<file path="config.mk">
export PLATFORM = sky130hd
export DESIGN_NAME = bcd_conv_sched
export DESIGN_NICKNAME = d
export VERILOG_FILES = /design/src/rtl/bcd_conv_sched.sv
export SDC_FILE = /design/constraint.sdc
export NUM_CORES = 1
export LEC_CHECK = 0
export CAP_MARGIN = 40
export CORE_ASPECT_RATIO = 2
export CORE_MARGIN = 10
export CORE_UTILIZATION = 63
export CTS_CLUSTER_SIZE = 24
export DETAILED_ROUTE_END_ITERATION = 12
export DONT_BUFFER_PORTS = 1
export PLACE_DENSITY = 0.79
export SLEW_MARGIN = 25
export SYNTH_ARGS = -nofsm -noshare
export SYNTH_HDL_FRONTEND = slang
export SYNTH_SLANG_ARGS = --single-unit
</file>
<file path="constraint.sdc">
create_clock -name clk -period 1.6 [get_ports clk]
set_input_delay 0.32 -clock clk [delete_from_list [all_inputs] [get_ports clk]]
set_output_delay 0.32 -clock clk [all_outputs]
set_load 0.01 [all_outputs]
</file>
<file path="src/rtl/bcd_conv_sched.sv">
// Two-requester round-robin front end sharing one iterative double-dabble
// binary-to-BCD engine; result registered, tagged with owner id, held until next.
module bcd_conv_sched #(
  parameter int unsigned BIN_W  = 18,
  parameter int unsigned DIGITS = 6
) (
  input  logic                  clk,
  input  logic                  rst_n,
  input  logic                  req0,
  input  logic [BIN_W-1:0]      bin0,
  output logic                  ack0,
  input  logic                  req1,
  input  logic [BIN_W-1:0]      bin1,
  output logic                  ack1,
  output logic [4*DIGITS-1:0]   bcd_out,
  output logic                  out_id,
  output logic                  out_valid,
  output logic                  busy
);

  localparam int unsigned BCD_W = 4 * DIGITS;
  localparam int unsigned CNT_W = $clog2(BIN_W + 1);
  localparam logic [CNT_W-1:0] LAST_CNT = CNT_W'(BIN_W - 1);

  typedef enum logic {IDLE = 1'b0, SHIFT = 1'b1} state_e;

  state_e             state_q, state_d;
  logic [BIN_W-1:0]   bin_sr_q, bin_sr_d;
  logic [BCD_W-1:0]   dig_q, dig_d;
  logic [CNT_W-1:0]   cnt_q, cnt_d;
  logic               cur_id_q, cur_id_d;
  logic               last_id_q, last_id_d;
  logic               ack0_q, ack0_d;
  logic               ack1_q, ack1_d;
  logic [BCD_W-1:0]   bcd_q, bcd_d;
  logic               out_id_q, out_id_d;
  logic               out_valid_q, out_valid_d;
  logic               busy_q, busy_d;

  logic               any_req_c;
  logic               winner_c;
  logic [BIN_W-1:0]   win_bin_c;
  logic [BCD_W-1:0]   dig_corr_c;
  logic [BCD_W-1:0]   dig_shift_c;
  logic [BIN_W-1:0]   bin_shift_c;
  logic               last_shift_c;

  // Arbitration: a lone requester wins; on contention the one not served last.
  always_comb begin
    any_req_c    = req0 | req1;
    winner_c     = (req0 & req1) ? ~last_id_q : req1;
    win_bin_c    = winner_c ? bin1 : bin0;
    last_shift_c = (cnt_q == LAST_CNT);
  end

  // One double-dabble step: parallel +3 on pre-shift digits, then a single chain shift.
  always_comb begin
    dig_corr_c = dig_q;
    for (int k = 0; k < int'(DIGITS); k++) begin
      if (dig_q[4*k +: 4] >= 4'd5) begin
        dig_corr_c[4*k +: 4] = dig_q[4*k +: 4] + 4'd3;
      end
    end
    dig_shift_c = {dig_corr_c[BCD_W-2:0], bin_sr_q[BIN_W-1]};
    bin_shift_c = {bin_sr_q[BIN_W-2:0], 1'b0};
  end

  // State register and all datapath/output registers.
  always_ff @(posedge clk or negedge rst_n) begin
    if (!rst_n) begin
      state_q     <= IDLE;
      bin_sr_q    <= '0;
      dig_q       <= '0;
      cnt_q       <= '0;
      cur_id_q    <= 1'b0;
      last_id_q   <= 1'b1;
      ack0_q      <= 1'b0;
      ack1_q      <= 1'b0;
      bcd_q       <= '0;
      out_id_q    <= 1'b0;
      out_valid_q <= 1'b0;
      busy_q      <= 1'b0;
    end else begin
      state_q     <= state_d;
      bin_sr_q    <= bin_sr_d;
      dig_q       <= dig_d;
      cnt_q       <= cnt_d;
      cur_id_q    <= cur_id_d;
      last_id_q   <= last_id_d;
      ack0_q      <= ack0_d;
      ack1_q      <= ack1_d;
      bcd_q       <= bcd_d;
      out_id_q    <= out_id_d;
      out_valid_q <= out_valid_d;
      busy_q      <= busy_d;
    end
  end

  // Next-state logic.
  always_comb begin
    state_d = state_q;
    unique case (state_q)
      IDLE:    if (any_req_c)    state_d = SHIFT;
      SHIFT:   if (last_shift_c) state_d = IDLE;
      default: state_d = IDLE;
    endcase
  end

  // Output and datapath next values.
  always_comb begin
    bin_sr_d    = bin_sr_q;
    dig_d       = dig_q;
    cnt_d       = cnt_q;
    cur_id_d    = cur_id_q;
    last_id_d   = last_id_q;
    ack0_d      = 1'b0;
    ack1_d      = 1'b0;
    bcd_d       = bcd_q;
    out_id_d    = out_id_q;
    out_valid_d = 1'b0;
    busy_d      = (state_d == SHIFT);
    unique case (state_q)
      IDLE: begin
        if (any_req_c) begin
          bin_sr_d  = win_bin_c;
          dig_d     = '0;
          cnt_d     = '0;
          cur_id_d  = winner_c;
          last_id_d = winner_c;
          ack0_d    = ~winner_c;
          ack1_d    = winner_c;
        end
      end
      SHIFT: begin
        bin_sr_d = bin_shift_c;
        dig_d    = dig_shift_c;
        cnt_d    = cnt_q + CNT_W'(1);
        if (last_shift_c) begin
          bcd_d       = dig_shift_c;
          out_id_d    = cur_id_q;
          out_valid_d = 1'b1;
        end
      end
      default: ;
    endcase
  end

  assign ack0      = ack0_q;
  assign ack1      = ack1_q;
  assign bcd_out   = bcd_q;
  assign out_id    = out_id_q;
  assign out_valid = out_valid_q;
  assign busy      = busy_q;

endmodule

</file>
==> results.cfg, run 1 <==
[power]
total_switching_power_uw = 3183
pwr-share-comb_pct = 35.4
pwr_density_cell_nw_per_um2 = 2147
switching_share_pct = 34.19
p_int_uw = 6125
p_leak_uw = 0.002024
ir_drop_mv = 1.139
total_power_uw = 9308
p_seq_share_pct = 39.9
clockPowerShare_pct = 24.7

[final_layout]
drive_above_1_share_pct = 21.39
instances_no_fill = 423
antennaDiodeCount = 0
fin_nets = 410
utilization_pct = 72.79
area_growth_pct = 13.87

[die]
num_io_pins = 69
start_util_pct = 63.93
fp.dieW_um = 74.97
core_area_um2 = 5956
dieArea_um2 = 9742
die_y_um = 129.9
num_rows = 40

[clock_network]
clk_path_buf_depth = 2
cts.clk_slew.worst_paths_ns = 0.06
cts_tree = built
insertion_delay_ns = 0.33
cts.sinks = 78
cts-root-buf = clkbuf_16
cts_max_level = 3
cts-buffers-inserted = 9

[logic_synthesis]
synth_ff_type = dfrtp_1
yosys-top-cells-area = dfrtp_1 (51%), mux2i_1 (6.3%), nand2_1 (6.2%), ha_1 (4.6%), a22o_1 (4.1%)
synth_enable_flop_cells = 0
ys_seq_area_share_pct = 51.30
yosysTopAreaCellShare_pct = 50.61
synth_simple_gate_area_share_pct = 11.40
yosysWarnings = 0
synth.avg_cell_area_um2 = 11.10
ys_types = 32
synth_fa_ha_area_share_pct = 4.601
synth_fp_nets = 397
synth_top_family_by_area = compound AO/OA/AOI/OAI gates
synth.most_common_cell = dfrtp_1
syn_area_um2 = 3807
synth_top_cell_by_area = dfrtp_1
synth_seq_cells = 78
synth_xor_area_share_pct = 1.610
synth_compound_area_share_pct = 14.23
synth_async_sr_flop_share_pct = 100.0
synth_mux_area_share_pct = 12.42
netlist_top_cells_count = dfrtp_1 (77), nand2_1 (63), o21ai_0 (26)
synth_cells = 343

[drt]
wirelength_mm = 7.868
drtIter0Drc = 139
via_per_inst = 6.111
antenna_left = 0
drc = 0
drtPass1Iterations = 4
vias = 2585
post_drt_wl_per_cell_um = 18.60

[grt]
antenna_found_initial = 0
grt_pass1_wl_mm = 12.79
grt_max_degree = 79
groute.usage.overall_pct = 17.10
grt_pass1_vias = 2733
overflow = 0

[sta]
fin_ws_ns = 0.06268
fin_crit_ns = 1.537
setup_viol = 0
worstMarginPinSlew_ns = 0.3884
clock-skew-final_ns = 0.005749
worst_hold_slack_ns = -0.3221
period_share_pct = 96.08
slew_headroom_pct = 73.84
hold_violations = 78
timing.fmax_mhz = 650.5
slew_violations = 0

[worst_setup_path]
r2r_start = dig_q[8]
r2r_cells = 5
worstPathRequired_ns = 1.82
reg2reg_slack_ns = 0.06
cp.arrival_ns = 1.76
cp_max_fo = 5
cp-start-kind = flip-flop
r2r-end = bcd_out[9]
timing.critical_path.from = dig_q[8]
path_class = reg2reg
end_kind = flip-flop

[place]
gp_congestion = 0.7908
dp.cells = 406
dp_hpwl_mm = 5.500
io_buffers = 0
place_ws_ns = -0.01118

[outcome]
status = finished, violations left
violations = hold timing

[job]
max-cap-violations = 0

[worst_hold_path]
min-delay-path-class = in2async
sequential cells by signal, summed over array words and instances, names as in the netlist:
| name | cells |
|---|---|
| bcd_out | 24 |
| dig_q | 24 |
| bin_sr_q | 18 |
| cnt_q | 5 |
| ack0 | 1 |
| ack1 | 1 |
| busy | 1 |
| cur_id_q | 1 |
| last_id_q | 1 |
| out_id | 1 |
| out_valid | 1 |
power groups by stage:
stage                     logic (µW)  registers [µW]  clock network, µW
after floorplan                 2430            3500                  0
after global placement          2900            3670                  0
after detailed placement        3050            3710                  0
after CTS                       3130            3700               2340
after global routing            3720            3840               2430
final                           3300            3710               2300
stage by stage:
stage | area (µm²) | TNS [ns] | hold WS (ns)
after floorplan | 3807 | 0 | 0.02441
after global placement | 3910 | 0 | 0.02672
after detailed placement | 3910 | -0.01118 | 0.02680
after CTS | 4267 | 0 | -0.3312
after global routing | 4335 | -0.03417 | -0.3438
final | 4335 | 0 | -0.3221
layer usage:
metal  part of all wire [%]  GRT usage, %  routed length, µm
met4                    1.6         6.726                124
met5                      0             0                  0
met1                     39         18.67               3051
met2                     55         29.64               4335
met3                    4.5         5.095                357
timing repair:
| action | CTS | global route |
|---|---|---|
| setup buffers | 0 | 2 |
| hold endpoints to repair | 78 | 78 |
| gates resized for setup | 5 | 18 |
| cloned | 0 | 0 |
| setup endpoints to repair | 7 | 20 |
| pin swaps | 0 | 7 |
worst max-delay path by stage:
stage	to	slack (ns)	depth (start not counted)
6_report	bcd_out[9]	0.06	5
5_1_grt	bcd_out[2]	-0.03	6
4_1_cts	busy	0.008	2
3_5_place_dp	bcd_out[10]	-0.01	5
3_3_place_gp	bcd_out[14]	0.05	5
2_1_floorplan	bcd_out[10]	0.14	5
critical path, cell delays in order (launching register included):
cell      delay [ns]
dfrtp_2         0.44
ha_1            0.21
nand2b_4        0.14
a21oi_2         0.23
xnor2_1         0.13
mux2_4          0.27
layout by cell type, fill, tap and decap left out, types with 9 or more instances in the layout:
cell type,instances
nand2_1,63
mux2i_1,22
dfrtp_1,73
mux2_4,9
inv_1,11
o221ai_1,17
a22o_1,18
clkbuf_16,9
o21ai_0,26
mux2_2,9
ha_1,11
buf_4,15
cell type report:
class / count / area, µm²
Clock inverter: 4 / 95.09
Sequential cell: 78 / 1958
Fill cell: 416 / 1620
Clock buffer: 11 / 242.7
Timing Repair Buffer: 18 / 155.1
Multi-Input combinational cell: 234 / 1747
Tap cell: 63 / 78.83
Inverter: 15 / 58.81
cells by family after synthesis:
logic type                 count (synthesis)
and+or+nand+nor                           93
xor gates and xnor gates                   7
adders and majority gates                 14
muxes                                     42
DFF                                       78
buffers and inverters                     31
AOI/OAI and AO/OA                         78
Power figures use the tool's default switching activity.
==> run 2, diff against run 1 <==
--- a/config.mk
+++ b/config.mk
@@ -7,7 +7,6 @@
 export LEC_CHECK = 0
 export CAP_MARGIN = 40
 export CORE_ASPECT_RATIO = 2
-export CORE_MARGIN = 10
 export CORE_UTILIZATION = 63
 export CTS_CLUSTER_SIZE = 24
 export DETAILED_ROUTE_END_ITERATION = 12
==> results.cfg, run 2 (synthesis results as in run 1) <==
[outcome]
status = finished, violations left
violations = DRC, hold timing

[grt]
groute.usage.overall_pct = 24.64
grt_max_degree = 79
overflow = 0
grt_pass1_vias = 2607
antenna_found_initial = 0
grt_pass1_wl_mm = 12.01

[final_layout]
most-common-layout-cells = dfrtp_1 (74), nand2_1 (63), o21ai_0 (26)
drive_above_1_share_pct = 20.56
multi_input_area_um2 = 1738
fillers = 416
seq_area_um2 = 1957
area_growth_pct = 11.99
instances_no_fill = 421
fin_nets = 409
antennaDiodeCount = 0
final_common_cell = dfrtp_1
utilization_pct = 74.05

[clock_network]
clk_path_buf_depth = 2
insertion_delay_ns = 0.33
cts-buffers-inserted = 9
cts.clk_slew.worst_paths_ns = 0.06
cts_tree = built
cts_max_level = 3
cts.sinks = 78
cts-root-buf = clkbuf_16

[die]
dieArea_um2 = 6377
num_io_pins = 69
fp.dieW_um = 56.97
num_rows = 39
start_util_pct = 66.12
die_y_um = 111.9
core_area_um2 = 5758

[sta]
fin_crit_ns = 1.542
worstMarginPinSlew_ns = 0.3547
slew_headroom_pct = 76.10
clock-skew-final_ns = 0.006014
period_share_pct = 96.37
timing.fmax_mhz = 648.5
setup_viol = 0
worst_hold_slack_ns = -0.3187
slew_violations = 0
hold_violations = 78

[worst_setup_path]
r2r-end = bcd_out[14]
cp.arrival_ns = 1.82
reg2reg_slack_ns = 0.06
end_kind = flip-flop
r2r_cells = 6
r2r_start = dig_q[13]
path_class = reg2reg
cp_max_fo = 3
cp-start-kind = flip-flop
worstPathRequired_ns = 1.88

[drt]
wl_met3_um = 318
wirelength_mm = 7.156
met1Wirelength_mm = 2.786
antenna_left = 0
drc = 8
drtIter0Drc = 103
vias = 2601
wl_met2_mm = 3.936
via_per_inst = 6.178
top_layer_used = met4
drtPass1Iterations = 8
post_drt_wl_per_cell_um = 17.00

[place]
gp_congestion = 0.7660
dp.cells = 402
dp_hpwl_mm = 4.816
io_buffers = 0

[job]
max-cap-violations = 0

[power]
p_leak_uw = 0.001984
ir_drop_mv = 1.207
pwr_density_cell_nw_per_um2 = 2084

[worst_hold_path]
min-delay-path-class = in2async
-- run 2: cell count changes in the layout (fill, tap and decap cells not counted), moves of 2 or more --
cell | before | now
ha_1 | 11 | 8
clkbuf_1 | 1 | 3
buf_6 | 2 | 0
nand2b_4 | 2 | 0
ha_2 | 3 | 6
bufinv_16 | 3 | 1
nand2b_1 | 7 | 9
-- run 2: routing by layer --
| layer | GRT usage [%] | vias to the layer above |
|---|---|---|
| met3 | 6.388 | 10 |
| met1 | 27.70 | 1290 |
| met5 | 0 | - |
| li1 | - | 1232 |
| met4 | 10.89 | 0 |
| met2 | 42.82 | 69 |
-- run 2: worst max-delay path by stage --
stage / startpoint / endpoint / slack (ns) / cells after the start
2_1_floorplan: dig_q[8] / bcd_out[10] / 0.14 / 5
4_1_cts: dig_q[0] / bcd_out[2] / 0.01 / 5
3_5_place_dp: dig_q[0] / bcd_out[2] / 0.02 / 5
3_3_place_gp: dig_q[4] / bcd_out[6] / 0.07 / 5
5_1_grt: dig_q[13] / bcd_out[14] / -0.03 / 6
6_report: dig_q[13] / bcd_out[14] / 0.06 / 6
-- run 2: per-stage QoR --
| step | setup slack [ns] | cell area, µm² | setup TNS (ns) | power, µW |
|---|---|---|---|---|
| floorplan | 0.1353 | 3807 | 0 | 5930 |
| global route | -0.03001 | 4264 | -0.05187 | 9520 |
| CTS | 0.009696 | 4190 | 0 | 8716 |
| detailed placement | 0.02023 | 3892 | 0 | 6678 |
| global placement | 0.07436 | 3892 | 0 | 6487 |
| finish | 0.05800 | 4264 | 0 | 8886 |
-- run 2: critical path: stages (launching register included) --
cell and delay, ns:
dfrtp_1 0.39, inv_1 0.12, ha_2 0.21, nand2b_1 0.09, a21oi_2 0.21, mux2i_2 0.29
mux2_4 0.18
-- run 2: where the power goes --
part           internal, µW  leakage [µW]  total [µW]  switching [µW]
logic                  1680      0.000848        3200            1530
clock network          1250      0.000144        1990             738
registers              2840      0.000992        3690             855
-- run 2: repair_timing --
action,4_1_cts,5_1_grt
endpoints found under the setup margin,2,19
pin swaps,0,5
resized for setup,1,19
endpoints found under the hold margin,78,78
setup buffers,0,3
-- run 2: layout make-up --
cell class	instances	share of cell area, %
clock buffer	13	5.869
clock inverter	3	1.027
inverter	15	1.379
multi-input combinational	234	40.76
sequential	78	45.89
tap	61	1.790
timing repair buffer	17	3.286
